`config.mk`:
```
export PLATFORM = sky130hd
export DESIGN_NAME = pipeline_hazard_ctrl
export DESIGN_NICKNAME = d
export VERILOG_FILES = /design/src/rtl/pipeline_hazard_ctrl.sv
export SDC_FILE = /design/constraint.sdc
export NUM_CORES = 1
export LEC_CHECK = 0
export BUFFER_PORTS_ARGS = -buffer_cell sky130_fd_sc_hd__clkbuf_2
export CORE_UTILIZATION = 44
export CTS_BUF_LIST = sky130_fd_sc_hd__clkbuf_16
export DETAILED_ROUTE_END_ITERATION = 6
export GPL_ROUTABILITY_DRIVEN = 0
export PLACE_DENSITY = 0.75
export SYNTH_ARGS = -nofsm -noshare
export SYNTH_HDL_FRONTEND = slang
export SYNTH_SLANG_ARGS = --single-unit
export TNS_END_PERCENT = 5
```
`constraint.sdc`:
```
create_clock -name clk -period 1.8 [get_ports clk]
set_clock_uncertainty 0.05 [all_clocks]
set_input_delay 0.36 -clock clk [delete_from_list [all_inputs] [get_ports clk]]
set_output_delay 0.36 -clock clk [all_outputs]
set_load 0.03 [all_outputs]
```
`src/rtl/pipeline_hazard_ctrl.sv`:
```
// pipeline_hazard_ctrl
//   Hazard and stall control for a five-stage in-order pipeline. It combines
//   three hazard sources into the pipeline-register enables:
//     * data-memory wait (freeze of the whole pipe while dmem is busy),
//     * taken branch resolved in EX (squash IF/ID, bubble into EX),
//     * load-use dependency between the load in EX and the instruction in ID.
//   Priority: freeze > branch_taken > load-use > normal.
//
// Ports
//   clk, rst            clock, synchronous active-high reset
//   id_rs1/id_rs2       source registers of the instruction in ID
//   id_use1/id_use2     the ID instruction actually reads rs1 / rs2
//   ex_dest             destination register of the instruction in ID/EX
//   ex_rmem/ex_wreg     ID/EX holds a load / writes a register
//   mem_rmem/mem_wmem   EX/MEM holds a load / store
//   branch_taken        taken branch resolved in EX
//   dmem_ack            data memory completes the current access
//   en_if..en_mem       pipeline register enables (1 = advance)
//   bubble_ex           load a NOP into ID/EX
//   flush_id            clear IF/ID
//   dmem_req            data memory request
//   mem_err             sticky memory timeout error
//   stall_cnt           saturating count of stall cycles
//   dbg_state           current controller state (0 RUN, 1 WAIT, 2 ERR)
//
// Memory handshake: dmem_req is held high for as long as the access in
// EX/MEM is outstanding; the access completes in the cycle where
// dmem_req and dmem_ack are both high. A dmem_ack seen while dmem_req is
// low carries no meaning and is ignored.

module pipeline_hazard_ctrl #(
   parameter int MEM_TIMEOUT = 15,
   parameter int CNT_W       = 16
) (
   input  logic             clk,
   input  logic             rst,
   input  logic [3:0]       id_rs1,
   input  logic [3:0]       id_rs2,
   input  logic             id_use1,
   input  logic             id_use2,
   input  logic [3:0]       ex_dest,
   input  logic             ex_rmem,
   input  logic             ex_wreg,
   input  logic             mem_rmem,
   input  logic             mem_wmem,
   input  logic             branch_taken,
   input  logic             dmem_ack,
   output logic             en_if,
   output logic             en_id,
   output logic             en_ex,
   output logic             en_mem,
   output logic             bubble_ex,
   output logic             flush_id,
   output logic             dmem_req,
   output logic             mem_err,
   output logic [CNT_W-1:0] stall_cnt,
   output logic [1:0]       dbg_state
);

   localparam int WCNT_W = (MEM_TIMEOUT < 2) ? 1 : $clog2(MEM_TIMEOUT + 1);

   typedef enum logic [1:0] {
      RUN  = 2'd0,
      WAIT = 2'd1,
      ERR  = 2'd2
   } state_t;

   state_t            state;
   logic [WCNT_W-1:0] wait_cnt;

   logic mem_op;
   logic lu;
   logic freeze;
   logic lu_stall;
   logic stall_evt;

   assign mem_op = mem_rmem | mem_wmem;

   // Every register index, including 0, is treated as a real dependency.
   assign lu = ex_rmem & ex_wreg &
               ((id_use1 & (id_rs1 == ex_dest)) | (id_use2 & (id_rs2 == ex_dest)));

   assign dbg_state = state;

   // Freeze and memory request depend on state and the live ack, so an ack
   // releases the pipe in the same cycle it arrives.
   always_comb begin
      freeze   = 1'b0;
      dmem_req = 1'b0;
      case (state)
         RUN: begin
            dmem_req = mem_op;
            freeze   = mem_op & ~dmem_ack;
         end
         WAIT: begin
            dmem_req = 1'b1;
            freeze   = ~dmem_ack;
         end
         ERR: begin
            freeze = 1'b1;
         end
         default: begin
            freeze = 1'b1;
         end
      endcase
      // Reset presents a quiet, free-running pipe with no memory request.
      if (rst) begin
         dmem_req = 1'b0;
      end
   end

   always_comb begin
      en_if     = 1'b1;
      en_id     = 1'b1;
      en_ex     = 1'b1;
      en_mem    = 1'b1;
      bubble_ex = 1'b0;
      flush_id  = 1'b0;
      if (rst) begin
         en_if = 1'b1;
      end else if (freeze) begin
         en_if  = 1'b0;
         en_id  = 1'b0;
         en_ex  = 1'b0;
         en_mem = 1'b0;
      end else if (branch_taken) begin
         // Wrong-path instructions in IF/ID and ID are squashed; this also
         // removes any load-use consumer, so no stall is needed.
         flush_id  = 1'b1;
         bubble_ex = 1'b1;
      end else if (lu) begin
         en_if     = 1'b0;
         en_id     = 1'b0;
         bubble_ex = 1'b1;
      end
   end

   assign lu_stall  = lu & ~freeze & ~branch_taken;
   assign stall_evt = freeze | lu_stall;

   always_ff @(posedge clk) begin
      if (rst) begin
         state     <= RUN;
         wait_cnt  <= '0;
         mem_err   <= 1'b0;
         stall_cnt <= '0;
      end else begin
         if (stall_evt && (stall_cnt != '1)) begin
            stall_cnt <= stall_cnt + CNT_W'(1);
         end
         case (state)
            RUN: begin
               if (mem_op && !dmem_ack) begin
                  state    <= WAIT;
                  wait_cnt <= '0;
               end
            end
            WAIT: begin
               if (dmem_ack) begin
                  state    <= RUN;
                  wait_cnt <= '0;
               end else if (wait_cnt == WCNT_W'(MEM_TIMEOUT - 1)) begin
                  // This cycle is the MEM_TIMEOUT-th WAIT cycle without ack.
                  state   <= ERR;
                  mem_err <= 1'b1;
               end else begin
                  wait_cnt <= wait_cnt + WCNT_W'(1);
               end
            end
            ERR: begin
               mem_err <= 1'b1;
            end
            default: begin
               state <= RUN;
            end
         endcase
      end
   end

endmodule

```
==> out/metrics.cfg, run 1 <==
[critical_path]
crit_type = register to output port
crit_top_cell = or2_4
rr_endpoint = stall_cnt[2]
worstReg2RegStart = dbg_state[0]
cp_data_required_time_ns = 1.39
cpPeakStageDelay_ns = 0.33
worstPathArrival_ns = 1.54
cp-end-kind = output port
cp_slowest_cell = dfxtp_2
r2r_cells = 7
reg2reg_slack_ns = -0.01
path_cells = nor3_4 > or2_4 > o311ai_4 > or2_4 > nand2b_4 > clkbuf_8
crit_buf_inv = 1
critPathTopFamily = simple AND/OR/NAND/NOR gates
worst_setup_path_start_kind = register
crit_fanout = 2

[timing]
hold_viol = 0
post-route-period-util = 1.08
setup-violations-final = 11
period_needed_ns = 1.95
setup_tns_ns = -0.602
fin_ws_ns = -0.148
finalMaxSlewViolations = 0
max_freq_mhz = 513
worst_slew_pin_slew_ns = 0.374
hold_ws_ns = 0.398
rsz0062_at_grt = true
max-slew-margin-rel = 0.750

[floorplanning]
fp.dieW_um = 57.1
start_util = 0.473
core.rowCount = 19
coreArea_um2 = 2830
die-area_um2 = 3260
die_y_um = 57.1
io_pins = 48

[yosys]
seq_area_frac_synth = 0.344
yosys.area.top_type = dfxtp_1
netlist_instances = 160
synth_seq_cells = 23
synth-edff-count = 0
syn-num-nets = 185
yosysUniqueCellTypes = 43
synth_top_area_share = 0.344
avgSynthCellArea_um2 = 8.36
synth.area.top_cells = dfxtp_1 34%, a21oi_1 6.7%, or3_1 4.7%
synth_flop_cell = dfxtp_1
synthArstFlopShare = 0
yosysWarnings = 0
syn_area_um2 = 1340

[global_routing]
track_usage = 0.208
overflow = 0
grt_pass1_wl_mm = 5.51
grt_pass1_vias = 1349
antenna_found_initial = 0
grt_start_max_net_pins = 18

[detailed_routing]
firstDrtPassIters = 6
wire_per_inst_um = 13.1
post-route-drc-count = 4
vias = 1421
ant_nets = 0
drtIter0Drc = 58
drt-total-wl_mm = 3.37
drt-vias-per-instance = 5.53

[pwr]
clkPwrFrac = 0.384
internal-power_mw = 0.929
power_per_cell_area_nw_per_um2 = 650
p_leak_nw = 0.834
max-vdd-ir-drop_v = 0.000362
switching_share = 0.251
total_power_mw = 1.24
p_sw_mw = 0.311
seqPwrFrac = 0.421
power_frac_comb = 0.194

[placed_design]
port_buffers = 47
dp_hpwl_mm = 2.46
post-place-ws_ns = -0.182

[clocking]
clock_path_buffers = 2
clkSinkCount = 23
htree_levels = 1
cts_hold_buf = 0
clk_latency_ns = 0.25
path_clk_slew_ns = 0.06
numCtsBuffers = 3
root_buffer = clkbuf_16
tritoncts = done

[cells_and_area]
n_fill_cell = 247
n_antenna_cell = 0
nNetsFinal = 252
postLayoutCoreUtil = 0.674
area_growth_pct = 42.5
drive_gt1_frac = 0.412

[hold_path]
min_to = stall_cnt[13]
hold_path.class = primary input to register
whs_path_depth = 2
min-delay-start = rst

[job]
maxCapViolCount = 0

[run_status]
violations = design-rule violations, negative setup slack
status = finished, violations left

==> what timing repair did <==
| action | in CTS | in global routing |
|---|---|---|
| endpoints found under the setup margin | 10 | 22 |
| buffers inserted | 3 | 0 |
| pin swaps | 5 | 9 |
| resized for setup | 12 | 9 |
==> cell usage after synthesis (all sizes together) (2+ instances only) <==
library cell,n
dfxtp,23
a21oi,18
nand3,11
nor2,11
o21ai,11
nand2,10
or3,10
xnor2,8
nor3,7
and3,5
buf,5
inv,4
nand2b,4
ha,3
o31ai,3
or2,3
or4,3
and2,2
clkbuf,2
nand4,2
==> cell families (layout without fill, tap and decap cells) <==
kind of cell / Yosys count / after routing / share of synthesized area
AO/OA/AOI/OAI: 39 / 39 / 0.182
XOR/XNOR: 9 / 9 / 0.0758
adder cells (fa/ha/maj): 3 / 3 / 0.0281
buffers and inverters: 11 / 77 / 0.0477
flip-flops: 23 / 23 / 0.344
multiplexers: 2 / 2 / 0.0159
AND/OR/NAND/NOR: 73 / 73 / 0.306
==> state kept, by name, summed over array words and instances, names as in the netlist <==
register and cells:
dbg_state 2, wait_cnt 4, stall_cnt 16, mem_err 1
==> per-layer routing <==
metal  up-vias  global-route usage  part of all wire
li1        713                   -                 -
met1       657               0.231              0.41
met2        46               0.413              0.53
met3         5              0.0295             0.044
met4         0              0.0453             0.018
met5         -                   0                 0
==> cells in the final DEF (no fill, tap or decap), drive strengths merged, types with 4 or more instances in the layout <==
master	instances
nand2	10
buf	23
nor2	11
nand2b	4
nand3	11
or3	10
xnor2	8
dfxtp	23
a21oi	18
clkbuf	49
o21ai	11
nor3	7
and3	5
inv	4
==> area by class of cell <==
| cell class | count | area, um2 | share of cell area |
|---|---|---|---|
| clock inverters | 1 | 5.00 | 0.00263 |
| well taps | 31 | 38.8 | 0.0204 |
| inverters | 4 | 15.0 | 0.00788 |
| clock buffers | 3 | 75.1 | 0.0394 |
| repair buffers | 69 | 447 | 0.234 |
| flip-flops and latches | 23 | 462 | 0.242 |
| multi-input cells | 126 | 863 | 0.453 |
==> how the worst max path moves through the flow <==
| stage | cells past startpoint | start | endpoint |
|---|---|---|---|
| 6_report | 6 | dbg_state[0] | en_id |
| 5_1_grt | 6 | dbg_state[0] | en_id |
| 4_1_cts | 6 | dbg_state[0] | en_id |
| 3_5_place_dp | 8 | id_rs1[2] | stall_cnt[5] |
| 3_3_place_gp | 8 | id_rs1[0] | stall_cnt[5] |
| 2_1_floorplan | 4 | dbg_state[0] | flush_id |
==> power groups by stage <==
stage          logic (mW)  clock network [mW]  registers, mW
3_5_place_dp        0.213                   0          0.533
2_1_floorplan       0.116                   0          0.549
4_1_cts             0.232               0.486          0.522
6_report            0.241               0.476          0.522
5_1_grt             0.258               0.507          0.523
3_3_place_gp        0.206                   0          0.532
==> through the flow <==
step / area (um2) / cells
global placement: 1730 / 250
CTS: 1870 / 257
finish: 1910 / 257
detailed placement: 1730 / 250
floorplan: 1350 / 160
global route: 1910 / 257
(Power assumes the default switching activity.)
==> inputs of run 2 (changes only) <==
--- a/config.mk
+++ b/config.mk
@@ -6,6 +6,7 @@
 export NUM_CORES = 1
 export LEC_CHECK = 0
 export BUFFER_PORTS_ARGS = -buffer_cell sky130_fd_sc_hd__clkbuf_2
+export CORE_MARGIN = 8
 export CORE_UTILIZATION = 44
 export CTS_BUF_LIST = sky130_fd_sc_hd__clkbuf_16
 export DETAILED_ROUTE_END_ITERATION = 6
==> run 2 against run 1 <==
The flow finishes with violations (negative setup slack). Die area rose by 55%. Clock power rose by 1%. Critical path depth did not move. Combinational power fell by 2%. Sequential cell count did not move. Wire length rose by 8.0%. Worst setup slack improved by 0.010 ns. Global-route usage fell by 7.0 points. Sequential power barely moved. Worst hold slack improved by 0.0063 ns.
==> out/metrics.cfg, run 2 (synthesis gave the netlist of run 1 again) <==
[timing]
finalMaxSlewViolations = 0  ; unchanged
post-route-period-util = 1.08  ; about the same
max-slew-margin-rel = 0.734  ; was 0.750
setup-violations-final = 4  ; was 11
max_freq_mhz = 516  ; was 513 MHz
period_needed_ns = 1.94  ; was 1.95 ns
fin_ws_ns = -0.138  ; was -0.148 ns
hold_viol = 0  ; unchanged
worst_slew_pin_slew_ns = 0.399  ; was 0.374 ns
rsz0062_at_grt = true  ; unchanged
setup_tns_ns = -0.327  ; was -0.602 ns

[critical_path]
path_cells = nor3_2 > or2_1 > o311ai_4 > or2_4 > nand2b_4 > clkbuf_8  ; was nor3_4 > or2_4 > o311ai_4 > or2_4 > nand2b_4 > clkbuf_8
crit_fanout = 2  ; unchanged
crit_buf_inv = 1  ; unchanged
setup.worst_path.start = dbg_state[0]  ; unchanged
crit_type = register to output port  ; unchanged
worstPathArrival_ns = 1.53  ; was 1.54 ns
cp_data_required_time_ns = 1.39  ; about the same
cp-end-kind = output port  ; unchanged
reg2reg_slack_ns = 0.01  ; was -0.01 ns
cpPeakStageDelay_ns = 0.32  ; was 0.33 ns
cp_slowest_cell = dfxtp_2  ; unchanged
r2r_cells = 7  ; unchanged
worstReg2RegStart = dbg_state[0]  ; unchanged
worst_setup_path_start_kind = register  ; unchanged
rr_endpoint = stall_cnt[2]  ; unchanged
critPathTopFamily = simple AND/OR/NAND/NOR gates  ; unchanged

[floorplanning]
die_y_um = 71.1  ; was 57.1 um
fp.dieW_um = 71.1  ; was 57.1 um
io_pins = 48  ; unchanged
coreArea_um2 = 2980  ; was 2830 um2
core.rowCount = 20  ; was 19
start_util = 0.449  ; was 0.473
die-area_um2 = 5060  ; was 3260 um2

[clocking]
root_buffer = clkbuf_16  ; unchanged
clkSinkCount = 23  ; unchanged
path_clk_slew_ns = 0.06  ; about the same
clk_latency_ns = 0.25  ; about the same
clock_path_buffers = 2  ; unchanged
htree_levels = 1  ; unchanged
numCtsBuffers = 3  ; unchanged
tritoncts = done  ; unchanged
cts_hold_buf = 0  ; unchanged

[cells_and_area]
final_cell_mix = 41 x clkbuf_2, 22 x dfxtp_1, 21 x buf_4, 13 x a21oi_1, 10 x nand2_1  ; was 41 x clkbuf_2, 22 x dfxtp_1, 22 x buf_4, 15 x a21oi_1
largest_register_ffs = 16  ; unchanged
n_antenna_cell = 0  ; unchanged
area_growth_pct = 44.6  ; was 42.5%
fin_cells = 257  ; unchanged
top_register = stall_cnt  ; unchanged
drive_gt1_frac = 0.455  ; was 0.412
final_common_cell = clkbuf_2  ; unchanged
nNetsFinal = 250  ; was 252

[hold_path]
whs_path_depth = 3  ; was 2
hold_path.class = primary input to register  ; unchanged
min-delay-start = dmem_ack  ; was rst
min_to = dbg_state[0]  ; was stall_cnt[13]

[pwr]
seqPwrFrac = 0.421  ; about the same
internal-power_mw = 0.923  ; was 0.929 mW
max-vdd-ir-drop_v = 0.000271  ; was 0.000362 V
clkPwrFrac = 0.388  ; was 0.384
p_leak_nw = 0.823  ; was 0.834 nW
power_frac_comb = 0.190  ; was 0.194
switching_share = 0.255  ; was 0.251
p_sw_mw = 0.316  ; was 0.311 mW
power_per_cell_area_nw_per_um2 = 641  ; was 650 nW/um2

[placed_design]
dp_cells = 250  ; unchanged
post-place-ws_ns = -0.171  ; was -0.182 ns
port_buffers = 47  ; unchanged
dp_hpwl_mm = 2.82  ; was 2.46 mm

[run_status]
violations = negative setup slack  ; was design-rule violations, negative setup slack
status = finished, violations left  ; unchanged

[detailed_routing]
firstDrtPassIters = 4  ; was 6
wl_met2_mm = 1.85  ; was 1.78 mm
top_layer = met4  ; unchanged
met1_length_mm = 1.53  ; was 1.38 mm
ant_nets = 0  ; unchanged
wire_per_inst_um = 14.2  ; was 13.1 um
drt-total-wl_mm = 3.64  ; was 3.37 mm
vias = 1430  ; was 1421
post-route-drc-count = 0  ; was 4
drt-vias-per-instance = 5.56  ; was 5.53
dr_wl_met3_um = 226  ; was 147 um
drtIter0Drc = 88  ; was 58

[global_routing]
antenna_found_initial = 0  ; unchanged
grt_start_max_net_pins = 22  ; was 18
track_usage = 0.138  ; was 0.208
grt_pass1_vias = 1397  ; was 1349
grt_pass1_wl_mm = 5.91  ; was 5.51 mm
overflow = 0  ; unchanged

[job]
maxCapViolCount = 0  ; unchanged

## run 2: changes by cell type in the layout (fill, tap and decap cells not counted), sizes merged
cell / before / now
buf: 23 / 22
clkbuf: 49 / 48
## run 2: cell type report
cell class                      instances  area [um2]
Clock buffer                            3        75.1
Clock inverter                          1        5.00
Fill cell                             247        1040
Inverter                                4        15.0
Multi-Input combinational cell        126         911
Sequential cell                        23         462
Tap cell                               33        41.3
Timing Repair Buffer                   67         425
## run 2: worst max-delay path by stage
stage,endpoint,cells past startpoint
floorplan,flush_id,4
finish,en_if,6
global placement,stall_cnt[6],8
detailed placement,stall_cnt[5],8
global route,en_if,6
CTS,en_if,6
## run 2: repair_timing
action / in CTS / in global routing
endpoints found under the setup margin: 6 / 20
resized for setup: 11 / 23
cloned: 0 / 0
buffers inserted: 3 / 0
pin swaps: 4 / 9
## run 2: power by group through the flow
stage / clock [mW] / combinational [mW] / sequential, mW
floorplan: 0 / 0.116 / 0.549
global placement: 0 / 0.205 / 0.533
detailed placement: 0 / 0.210 / 0.534
CTS: 0.486 / 0.227 / 0.522
global route: 0.506 / 0.252 / 0.523
finish: 0.482 / 0.236 / 0.523
## run 2: through the flow
stage / hold WS [ns] / area, um2 / total power [mW] / utilization
6_report: 0.404 / 1930 / 1.24 / 0.650
5_1_grt: 0.429 / 1930 / 1.28 / 0.650
4_1_cts: 0.395 / 1860 / 1.24 / 0.623
3_5_place_dp: 0.393 / 1710 / 0.744 / 0.575
3_3_place_gp: 0.386 / 1710 / 0.738 / 0.575
2_1_floorplan: 0.415 / 1350 / 0.665 / -
## run 2: per-layer routing
metal  vias up  GRT usage
li1        715          -
met1       674      0.154
met2        39      0.245
met3         2     0.0339
met4         0     0.0531
met5         -          0
## run 2: tightest hold or removal path, delay by kind of cell
kind	cells	cell delay (ns)
AO/OA/AOI/OAI	1	0.04
buffers and inverters	1	0.10
AND/OR/NAND/NOR	1	0.16
==> inputs of run 3 (changes only) <==
--- a/config.mk
+++ b/config.mk
@@ -6,12 +6,14 @@
 export NUM_CORES = 1
 export LEC_CHECK = 0
 export BUFFER_PORTS_ARGS = -buffer_cell sky130_fd_sc_hd__clkbuf_2
+export CORE_ASPECT_RATIO = 1.5
 export CORE_MARGIN = 8
 export CORE_UTILIZATION = 44
 export CTS_BUF_LIST = sky130_fd_sc_hd__clkbuf_16
 export DETAILED_ROUTE_END_ITERATION = 6
 export GPL_ROUTABILITY_DRIVEN = 0
 export PLACE_DENSITY = 0.75
+export RECOVER_POWER = 100
 export SYNTH_ARGS = -nofsm -noshare
 export SYNTH_HDL_FRONTEND = slang
 export SYNTH_SLANG_ARGS = --single-unit
==> run 3 against run 2 <==
The run still ends with negative setup slack left. Sequential power hardly changed. Maximum frequency is 1.2% lower. Via count is 1.3% higher. Sequential share of layout area is 0.59 points lower. Count of clock-buffer cells in the layout stayed put. Sequential cell count stayed put. Clock power is 2% higher. Global-route usage is 1.2 points higher. Critical path type is now primary input to output port. Critical endpoint unchanged. Highest routed layer unchanged.
==> out/metrics.cfg, run 3 (synthesis gave the netlist of run 1 again) <==
[critical_path]
rr_endpoint = stall_cnt[2]  ; unchanged
crit_type = primary input to output port  ; was register to output port
reg2reg_slack_ns = -0.08  ; was 0.01 ns
worstReg2RegStart = dbg_state[0]  ; unchanged
cp_data_required_time_ns = 1.39  ; about the same
path_cells = buf_8 > xnor2_4 > nand3_2 > o311ai_4 > or2_1 > nand2b_2 > clkbuf_8  ; was nor3_2 > or2_1 > o311ai_4 > or2_4 > nand2b_4 > clkbuf_8
crit_buf_inv = 2  ; was 1
r2r_cells = 8  ; was 7
worst_setup_path_start_kind = primary input  ; was register
critPathTopFamily = simple AND/OR/NAND/NOR gates  ; unchanged
crit_fanout = 2  ; unchanged
cp-end-kind = output port  ; unchanged
cp_slowest_cell = o311ai_4  ; was dfxtp_2
cpPeakStageDelay_ns = 0.32  ; about the same
worstPathArrival_ns = 1.55  ; was 1.53 ns

[pwr]
power_per_cell_area_nw_per_um2 = 645  ; was 641 nW/um2
total_power_mw = 1.29  ; was 1.24 mW
max-vdd-ir-drop_v = 0.000466  ; was 0.000271 V
p_leak_nw = 0.764  ; was 0.823 nW

[clocking]
root_buffer = clkbuf_16  ; unchanged
clk_latency_ns = 0.26  ; was 0.25 ns
cts_hold_buf = 0  ; unchanged
clock_path_buffers = 2  ; unchanged
numCtsBuffers = 3  ; unchanged
clkSinkCount = 23  ; unchanged
tritoncts = done  ; unchanged
path_clk_slew_ns = 0.07  ; was 0.06 ns
htree_levels = 1  ; unchanged

[hold_path]
whs_path_depth = 3  ; unchanged
min_to = dbg_state[0]  ; unchanged
min-delay-start = dmem_ack  ; unchanged
hold_path.class = primary input to register  ; unchanged

[detailed_routing]
drt-total-wl_mm = 4.11  ; was 3.64 mm
vias = 1449  ; was 1430
ant_nets = 0  ; unchanged
drtIter0Drc = 27  ; was 88
post-route-drc-count = 0  ; unchanged
drt-vias-per-instance = 5.53  ; was 5.56
firstDrtPassIters = 4  ; unchanged
wire_per_inst_um = 15.7  ; was 14.2 um

[floorplanning]
core.rowCount = 24  ; was 20
io_pins = 48  ; unchanged
die_y_um = 83.5  ; was 71.1 um
start_util = 0.459  ; was 0.449
fp.dieW_um = 61.0  ; was 71.1 um
die-area_um2 = 5100  ; was 5060 um2
coreArea_um2 = 2910  ; was 2980 um2

[cells_and_area]
area_growth_pct = 49.1  ; was 44.6%
top_register = stall_cnt  ; unchanged
postLayoutCoreUtil = 0.685  ; was 0.650
largest_register_ffs = 16  ; unchanged
fin_cells = 262  ; was 257
drive_gt1_frac = 0.363  ; was 0.455
final_cell_mix = 20 x dfxtp_1, 20 x clkbuf_1, 19 x buf_4, 18 x clkbuf_2, 17 x a21oi_1  ; was 41 x clkbuf_2, 22 x dfxtp_1, 21 x buf_4, 13 x a21oi_1, 10 x nand2_1
nNetsFinal = 249  ; was 250
n_antenna_cell = 0  ; unchanged

[placed_design]
port_buffers = 47  ; unchanged
dp_hpwl_mm = 2.80  ; was 2.82 mm
dp_cells = 255  ; was 250

[timing]
period_needed_ns = 1.96  ; was 1.94 ns
setup_tns_ns = -0.853  ; was -0.327 ns
hold_viol = 0  ; unchanged
worst_slew_pin_slew_ns = 0.409  ; was 0.399 ns
rsz0062_at_grt = true  ; unchanged
setup-violations-final = 16  ; was 4
fin_ws_ns = -0.161  ; was -0.138 ns
max-slew-margin-rel = 0.728  ; was 0.734
post-route-period-util = 1.09  ; was 1.08
finalMaxSlewViolations = 0  ; unchanged
max_freq_mhz = 510  ; was 516 MHz
hold_ws_ns = 0.395  ; was 0.404 ns

[global_routing]
grt_pass1_wl_mm = 6.13  ; was 5.91 mm
track_usage = 0.150  ; was 0.138
overflow = 0  ; unchanged
grt_pass1_vias = 1490  ; was 1397
antenna_found_initial = 0  ; unchanged
grt_start_max_net_pins = 21  ; was 22

[run_status]
violations = negative setup slack  ; unchanged
status = finished, violations left  ; unchanged

[job]
maxCapViolCount = 0  ; unchanged

-- run 3: cell types whose count changed in the layout (fill, tap and decap cells not counted), sizes merged --
cell,before,now
buf,22,24
clkinvlp,0,1
clkbuf,48,45
clkinv,1,0
-- run 3: worst reg2reg max path, cell delays in order, from the launching register on --
cell and delay, ns:
dfxtp_2 0.34, nor3_4 0.14, or2_4 0.17, o311ai_4 0.11
or2_1 0.26, buf_4 0.15, buf_6 0.11, and3_4 0.16
mux2_4 0.28
-- run 3: per-layer routing --
metal | routed length (um) | GRT usage | part of all wire
met4 | 33 | 0.0554 | 0.0080
met1 | 1510 | 0.152 | 0.37
met5 | 0 | 0 | 0
met2 | 2300 | 0.270 | 0.56
met3 | 267 | 0.0432 | 0.065
-- run 3: area by class of cell --
cell class / instances / area, um2
multi-input combinational: 126 / 960
fill: 246 / 918
sequential: 23 / 464
timing repair buffer: 66 / 424
clock buffer: 3 / 75.1
tap: 39 / 48.8
inverter: 4 / 15.0
clock inverter: 1 / 7.51
-- run 3: timing repair --
item	4_1_cts	5_1_grt
gates resized for setup	13	40
setup endpoints to repair	7	19
buffers inserted	2	1
pin swaps	4	13
-- run 3: worst max path at each step --
stage | startpoint | endpoint | cells after the start
global route | ex_dest[1] | en_id | 7
floorplan | dbg_state[0] | flush_id | 4
detailed placement | id_rs1[2] | stall_cnt[5] | 8
global placement | id_rs1[2] | stall_cnt[6] | 8
finish | ex_dest[3] | en_if | 7
CTS | dbg_state[0] | en_if | 6
-- run 3: stage by stage --
step / instance area, um2 / setup WS [ns]
after floorplan: 1350 / -0.205
after global placement: 1710 / -0.125
after detailed placement: 1710 / -0.200
after CTS: 1850 / -0.153
after global routing: 1990 / -0.253
final: 1990 / -0.161
-- run 3: power by group --
part | switching, mW | total (mW) | internal (mW)
Combinational | 0.147 | 0.270 | 0.123
Clock | 0.191 | 0.492 | 0.301
Sequential | 0.00738 | 0.525 | 0.517
Total | 0.345 | 1.29 | 0.941
